**config.mk**
```make
export PLATFORM = sky130hd
export DESIGN_NAME = exp_distance_ctrl
export DESIGN_NICKNAME = d
export VERILOG_FILES = /design/src/rtl/dp_ctrl_pkg.sv /design/src/rtl/exp_ctrl_outdec.sv /design/src/rtl/exp_distance_ctrl.sv
export SDC_FILE = /design/constraint.sdc
export NUM_CORES = 1
export LEC_CHECK = 0
export BUFFER_PORTS_ARGS = -buffer_cell sky130_fd_sc_hd__buf_2
export CELL_PAD_IN_SITES_DETAIL_PLACEMENT = 2
export CELL_PAD_IN_SITES_GLOBAL_PLACEMENT = 2
export CORE_MARGIN = 2
export CORE_UTILIZATION = 18
export CTS_CLUSTER_DIAMETER = 150
export DETAILED_ROUTE_END_ITERATION = 8
export PLACE_DENSITY = 0.71
export SYNTH_ARGS = -nofsm -noshare
export SYNTH_HDL_FRONTEND = slang
export SYNTH_SLANG_ARGS = --single-unit
```
**constraint.sdc**
```tcl
create_clock -name clk -period 1.2 [get_ports clk]
set_clock_uncertainty 0.1 [all_clocks]
set_input_delay 0.06 -clock clk [delete_from_list [all_inputs] [get_ports clk]]
set_output_delay 0.06 -clock clk [all_outputs]
set_load 0.03 [all_outputs]
```
**src/rtl/dp_ctrl_pkg.sv**
```systemverilog
// Shared definitions for the exp_distance_ctrl sequencer: state encodings,
// multiplier-select codes and the decoded control vector.
package dp_ctrl_pkg;

    localparam int ST_W = 4;

    localparam logic [ST_W-1:0] ST_IDLE     = 4'd0;
    localparam logic [ST_W-1:0] ST_INIT     = 4'd1;
    localparam logic [ST_W-1:0] ST_POW_INIT = 4'd2;
    localparam logic [ST_W-1:0] ST_MUL_POW  = 4'd3;
    localparam logic [ST_W-1:0] ST_MUL_ROM  = 4'd4;
    localparam logic [ST_W-1:0] ST_ACC      = 4'd5;
    localparam logic [ST_W-1:0] ST_DIST     = 4'd6;
    localparam logic [ST_W-1:0] ST_FIN      = 4'd7;
    localparam logic [ST_W-1:0] ST_WAIT     = 4'd8;
    localparam logic [ST_W-1:0] ST_ABORT    = 4'd9;

    localparam logic [1:0] SEL_XX      = 2'd0;
    localparam logic [1:0] SEL_ROMTERM = 2'd1;
    localparam logic [1:0] SEL_POWTERM = 2'd2;
    localparam logic [1:0] SEL_EXPV    = 2'd3;

    typedef struct packed {
        logic       busy;
        logic       s_done;
        logic       r_done;
        logic       inc_counter;
        logic       r_counter;
        logic       load_pow;
        logic [1:0] select_mult;
        logic       reset_to_one_term;
        logic       load_term;
        logic       load_exp;
        logic       r_exp;
        logic       load_distance;
    } ctrl_t;

endpackage

```
**src/rtl/exp_ctrl_outdec.sv**
```systemverilog
// Moore output decoder: maps the current sequencer state onto the full
// DATAPATH control vector. Unknown encodings decode to all-zero.
module exp_ctrl_outdec
    import dp_ctrl_pkg::*;
(
    input  logic [ST_W-1:0] state,
    output ctrl_t           ctrl
);

    always_comb begin
        ctrl = '0;
        case (state)
            ST_INIT: begin
                ctrl.r_counter         = 1'b1;
                ctrl.r_exp             = 1'b1;
                ctrl.reset_to_one_term = 1'b1;
                ctrl.r_done            = 1'b1;
                ctrl.busy              = 1'b1;
            end
            ST_POW_INIT: begin
                ctrl.select_mult = SEL_XX;
                ctrl.load_pow    = 1'b1;
                ctrl.busy        = 1'b1;
            end
            ST_MUL_POW: begin
                ctrl.select_mult = SEL_POWTERM;
                ctrl.load_term   = 1'b1;
                ctrl.busy        = 1'b1;
            end
            ST_MUL_ROM: begin
                ctrl.select_mult = SEL_ROMTERM;
                ctrl.load_term   = 1'b1;
                ctrl.busy        = 1'b1;
            end
            ST_ACC: begin
                ctrl.load_exp    = 1'b1;
                ctrl.inc_counter = 1'b1;
                ctrl.busy        = 1'b1;
            end
            ST_DIST: begin
                ctrl.select_mult   = SEL_EXPV;
                ctrl.load_distance = 1'b1;
                ctrl.busy          = 1'b1;
            end
            ST_FIN: begin
                ctrl.s_done = 1'b1;
                ctrl.busy   = 1'b1;
            end
            ST_ABORT: begin
                ctrl.r_counter = 1'b1;
                ctrl.r_exp     = 1'b1;
                ctrl.r_done    = 1'b1;
                ctrl.busy      = 1'b1;
            end
            default: ctrl = '0;
        endcase
    end

endmodule

```
**src/rtl/exp_distance_ctrl.sv**
```systemverilog
// Sequencer for distance = v * exp(x): walks DATAPATH through an 8-term
// Taylor sum (pow/rom multiply, accumulate) then the final v multiply.
module exp_distance_ctrl
    import dp_ctrl_pkg::*;
#(
    parameter int SEL_W   = 2,
    parameter int USE_POW = 1,
    parameter int STATE_W = 4
) (
    input  logic               clk,
    input  logic               asyncRst,
    input  logic               start,
    input  logic               abort,
    output logic               busy,
    input  logic               c,
    input  logic               done,
    output logic               s_done,
    output logic               r_done,
    output logic               inc_counter,
    output logic               r_counter,
    output logic               load_pow,
    output logic [SEL_W-1:0]   select_mult,
    output logic               reset_to_one_term,
    output logic               load_term,
    output logic               load_exp,
    output logic               r_exp,
    output logic               load_distance,
    output logic [STATE_W-1:0] dbg_state
);

    logic [ST_W-1:0] state;
    logic [ST_W-1:0] state_nxt;
    ctrl_t           ctrl;

    exp_ctrl_outdec u_outdec (
        .state (state),
        .ctrl  (ctrl)
    );

    // done is observed only through the host side; sequencing never needs it.
    logic unused_done;
    assign unused_done = done;

    always_comb begin
        state_nxt = state;
        case (state)
            ST_IDLE:     if (start && !abort) state_nxt = ST_INIT;
            ST_INIT:     state_nxt = (USE_POW != 0) ? ST_POW_INIT : ST_MUL_POW;
            ST_POW_INIT: state_nxt = ST_MUL_POW;
            ST_MUL_POW:  state_nxt = ST_MUL_ROM;
            ST_MUL_ROM:  state_nxt = ST_ACC;
            ST_ACC:      state_nxt = c ? ST_DIST : ST_MUL_POW;
            ST_DIST:     state_nxt = ST_FIN;
            ST_FIN:      state_nxt = ST_WAIT;
            ST_WAIT:     if (start) state_nxt = ST_INIT;
            ST_ABORT:    state_nxt = ST_IDLE;
            default:     state_nxt = ST_IDLE;
        endcase
        // Abort overrides every transition out of a running state.
        if (abort && ctrl.busy && (state != ST_ABORT))
            state_nxt = ST_ABORT;
    end

    always_ff @(posedge clk or negedge asyncRst) begin
        if (!asyncRst)
            state <= ST_IDLE;
        else
            state <= state_nxt;
    end

    assign busy              = ctrl.busy;
    assign s_done            = ctrl.s_done;
    assign r_done            = ctrl.r_done;
    assign inc_counter       = ctrl.inc_counter;
    assign r_counter         = ctrl.r_counter;
    assign load_pow          = ctrl.load_pow;
    assign select_mult       = SEL_W'(ctrl.select_mult);
    assign reset_to_one_term = ctrl.reset_to_one_term;
    assign load_term         = ctrl.load_term;
    assign load_exp          = ctrl.load_exp;
    assign r_exp             = ctrl.r_exp;
    assign load_distance     = ctrl.load_distance;
    assign dbg_state         = STATE_W'(state);

endmodule

```
* Word-level counts from Yosys, hierarchy flattened
Index checks and enable logic that the tools add are counted.
Word-level totals: output and inout port bits 17, register bits 4
Cells by class: reductions and logical operators 9, equality and inequality tests 12, mux-type cells 14
Operators by type and width (number):
- 4-bit case mux with 9 select lines | 1
- 4-bit by 3-bit == test with 1-bit output (second input constant) | 4
- 4-bit two-way mux | 3
- 4-bit by 2-bit == test with 1-bit output (second input constant) | 2
- 4-bit == test (second input constant) | 2
- 1-bit two-way mux | 8
- 8-bit OR reduction | 1
- 3-bit != test (second input constant) | 2
- 2-bit case mux with 3 select lines | 1
- 4-bit by 1-bit == test with 1-bit output (second input constant) | 1
- 4-bit zero test | 1
- 4-bit != test (second input constant) | 1
- 2-bit OR reduction | 2
- 1-bit logical AND | 3
- 3-bit two-way mux | 1
- 2-bit AND reduction | 1
- 1-bit zero test | 1

* Longest topological paths before layout
depth after elaboration 7, mapped depth 4, mapped depth without buffers 3

* Cells and area by module
A second synthesis with hierarchy kept.
Unflattened totals: cell total of the unflattened synthesis 52, area total of the unflattened synthesis 380.4 µm²
By module, submodules not included:
- exp_distance_ctrl | instances 1, cells each 30, area an instance 245.2 µm²
- exp_ctrl_outdec | instances 1, cells each 22, area an instance 135.1 µm²

* Least setup slack after synthesis
OpenSTA, ideal clock, no wires.
path kind register to output, from register state[0], in the netlist dbg_state[0], to output port load_exp, slack -1.260 ns, data arrival time 2.300 ns, required time 1.040 ns, stages on the path, launching flop included 5, path through dfrtp_1 buf_4 inv_1 nor4b_1 buf_4
On the way: longest elaborated chain between the ends 2
Ends and longest elaborated chain:
- start: declaration | RTL line exp_distance_ctrl.sv:31 | logic [ST_W-1:0] state;
- start signal: assignment | RTL line exp_distance_ctrl.sv:68 | state <= state_nxt;
- 4-bit by 3-bit == test with 1-bit output
- 1-bit two-way mux
- end: declaration | RTL line exp_distance_ctrl.sv:25 | output logic load_exp,
Every way passes these cells.

* Worst setup path in the final report
from register state[2], in the netlist dbg_state[2], to output port select_mult[1]
On the way: longest elaborated chain between the ends 2
Ends and longest elaborated chain:
- 4-bit by 3-bit == test with 1-bit output / 4-bit by 2-bit == test with 1-bit output (equally long branches) | RTL line exp_ctrl_outdec.sv:12 | case (state)
- 2-bit case mux with 3 select lines * | RTL line exp_ctrl_outdec.sv:12
- end: declaration | RTL line exp_distance_ctrl.sv:22 | output logic [SEL_W-1:0] select_mult,
Mark *: on every way between the ends. The rest lies on a longest branch, timed or not.

==> impl_summary.md <==
Timing
Setup repair after global routing could not meet its margin everywhere. The hold violation total from the final report is 0. The worst slack on hold paths is about 0.038 ns. The worst path in the final design needs a cycle of approximately 1.6 ns, including I/O delays and setup. The final number of setup-violating endpoints is 21.

The worst path uses 129.4% of the clock period. The final setup TNS is -4.660 ns. The actual transition at the worst max-transition pin is between 0.3 and 0.4 ns. The count of final max-slew check failures is 0.

The fmax is 643.9 MHz. The worst path setup slack after routing is -0.3531 ns. The normalized max-slew margin is between 70 and 80%.

Min path
The path class of the tightest hold or removal check is primary input to asynchronous set/reset pin.

Critical path
The start-to-end type of the worst setup path is flip-flop to output port. On the critical path, the stage with the largest delay is an instance of dfrtp_2. The startpoint of the worst register-to-register path is dbg_state[1].

The data arrival time of the worst path is 1.39 ns. The worst register-to-register path has a setup slack of -0.18 ns. The category of the worst setup path capture point is an output port. The biggest cell delay along the critical path is 0.44 ns. The library cell appearing most often on the critical path is buf_4.

The number of buffers and inverters on the critical path is 3. The endpoint of the worst register-to-register path is dbg_state[0]. Traced cell by cell, the critical path runs through buf_4, buf_4, xnor2_4, nor2_4, buf_6. The count of cells along the worst register-to-register path is 5.

The worst setup path is launched from a flip-flop. The end point of the critical path is select_mult[1]. Of all nets on the critical path, the largest fanout is 6. The critical path runs through a total of 5 cells. The category of cells accounting for the largest share of critical-path delay is flip-flops. The data required time of the critical path is approximately 1.0 ns. Tracing the worst setup path back leads to its startpoint at dbg_state[2].

Status
The final reports fail on negative setup slack. The run finished, with violations left.

Synth
The mean cell area of the mapped netlist is between 8 and 9 um^2. The number of library cell types mapped by synthesis is 25. The yosys synthesis warning count is 0. The combined area of all synthesized cells is between 300 and 400 um^2. Counting flops and latches in the post-synthesis netlist gives 4. The gate count of the mapped netlist is 44. The number of nets produced by synthesis is 50. For this run, the register share of the synthesized area comes to 26.94%.

Routing
The number of design-rule violations left by the first detailed-router iteration is 1. The average detailed-routed wire length per instance is 19.70 um. The number of vias in the routed layout is 535. In the routed layout, each cell is associated on average with a via count of 4.458. The post-route antenna net violation count is 0. The final wirelength is approximately 2.4 mm. The detailed-route DRC error count is 0. The first detailed-routing pass ran for 4 iterations.

GRT
The global router's overall resource usage is 20.52%. Global routing finished with a remaining overflow of 0. The number of global-route vias before repair was 654. The first global-routing pass estimated 3.539 mm of wire. Entering global routing, the biggest net connects 8 pins. The number of antenna violations at the first check in global routing was 0.

Floorplanning
The number of top-level pins is 23. The vertical extent of the die is between 40 and 50 um. Once the floorplan was initialized, standard cells occupied 18.94% of the core. The core region is 1962 um^2. The die is 49.44 um wide. The full die area is 2444 um^2.

The number of rows in the core area is 16.

Cells and area
The register with the most flip-flops in the layout has 4 of them. In the final design database the tool counted 100 nets. Fill cells in the final layout number 207. The top cell types in the final layout, fill and taps aside, are buf_6, buf_4, buf_2, nor3_2, nor2_4. Of the cells placed in the final design, the portion with a size suffix greater than 1 is 86.02%. The area growth from synthesis to layout is 172.7%. 0 antenna diodes ended up in the layout.

The count of non-filler cells in the finished layout is 120.

Clock tree
Clock latency on the worst-skew pair, taken at its later pin, is roughly 0.26 ns. The clock-pin slew of the registers on the worst-case setup and hold paths is 0.05 ns. The clock tree from TritonCTS is done.

In this run, CTS created clock tree buffers numbering 3. The root buffer cell chosen for the clock tree is clkbuf_4. The clock net in this run drives a total of 4 sinks. The maximum root-to-sink buffer count is 2. The H-tree level count is 1.

Place
The port buffer count is 21. Summed over all nets, the half-perimeter wirelength after detailed placement is 1.261 mm. The post-placement cell count is 101. The worst slack after detailed placement is -0.1850 ns. The global placement routability congestion is 0.7038.

Power
The design draws 0.003175 W. The power density over cell area is 3133 nW/um^2. The analysis attributes to cell leakage a power of 0.4463 nW. The worst supply voltage drop on vdd is between 1.5 and 2 mV.

Run
Across the run, the number of max-cap violations was 0.
## per-layer routing
metal	global-route usage (%)	up-vias	wire, um
met5	0	-	0
met4	9.259	0	85
met3	2.454	6	73
met2	43.47	19	1412
met1	18.66	259	792
li1	-	251	-
## worst register-to-register path: cells and delay by family, from the launching register on
family,cells,cell delay [ns]
buffers and inverters,2,0.26
AND/OR/NAND/NOR,1,0.15
AO/OA/AOI/OAI,2,0.32
flip-flops,1,0.45
## stage by stage
stage / instance area [um^2] / utilization, %
after floorplan: 449.2 / -
after global placement: 653.1 / 33.29
after detailed placement: 653.1 / 33.29
after CTS: 889.6 / 45.34
after global routing: 1013 / 51.66
final: 1013 / 51.66
## worst min path at each step
| stage | start | end | slack (ns) | cells past startpoint |
|---|---|---|---|---|
| after CTS | asyncRst | dbg_state[0] | 0.06 | 2 |
| final | asyncRst | dbg_state[2] | 0.04 | 2 |
| after floorplan | asyncRst | dbg_state[0] | -0.34 | 0 |
| after global placement | asyncRst | dbg_state[3] | -0.23 | 1 |
| after detailed placement | asyncRst | dbg_state[3] | -0.23 | 1 |
| after global routing | asyncRst | dbg_state[0] | 0.05 | 2 |
## cell type report
| cell class | count | area, um^2 | share of cell area [%] |
|---|---|---|---|
| multi-input cells | 32 | 372.9 | 36.79 |
| clock buffers | 4 | 26.28 | 2.593 |
| well taps | 27 | 33.78 | 3.333 |
| flip-flops and latches | 4 | 103.9 | 10.25 |
| repair buffers | 52 | 473.0 | 46.67 |
| inverters | 1 | 3.754 | 0.3704 |
## synthesized netlist by cell type
cell | n | area [um^2]
buf_4 | 4 | 30.03
nand2_1 | 1 | 3.750
buf_6 | 1 | 11.26
dfrtp_1 | 4 | 100.1
nor2_1 | 4 | 15.01
nor3b_1 | 2 | 15.01
a21oi_1 | 3 | 15.01
inv_1 | 1 | 3.750
a221oi_2 | 1 | 15.01
buf_2 | 2 | 10.01
and2b_1 | 1 | 7.510
o21bai_1 | 1 | 7.510
o21ai_0 | 2 | 10.01
a211oi_1 | 1 | 7.510
a21boi_0 | 1 | 7.510
and2_2 | 1 | 7.510
or2b_1 | 1 | 7.510
nor4b_1 | 1 | 8.760
nand3b_1 | 2 | 15.01
or2_4 | 1 | 8.760
nor3_1 | 4 | 20.02
a2bb2oi_1 | 1 | 8.760
nor3b_2 | 1 | 12.51
xnor2_1 | 2 | 17.52
nand2b_1 | 1 | 6.260
## where the power goes
| group | total, W | switching, W | internal, W | leakage (nW) |
|---|---|---|---|---|
| Clock | 0.000209 | 0.0000823 | 0.000127 | 0.0150 |
| Sequential | 0.000295 | 0.0000964 | 0.000199 | 0.0475 |
| Combinational | 0.00267 | 0.00137 | 0.00130 | 0.384 |
| Total | 0.00317 | 0.00155 | 0.00162 | 0.446 |
## what timing repair did
action,in CTS,in global routing
endpoints found under the hold margin,6,0
hold buffers,2,0
setup buffers,11,6
resized for setup,39,28
setup endpoints to repair,17,20
pin swaps,4,8
## cells by family after synthesis
group,after synthesis,synth area share (%)
XOR/XNOR,2,4.715
buffers and inverters,8,14.81
AO/OA/AOI/OAI,10,19.19
AND/OR/NAND/NOR,20,34.34
flip-flops,4,26.94
(Power assumes the default switching activity.)
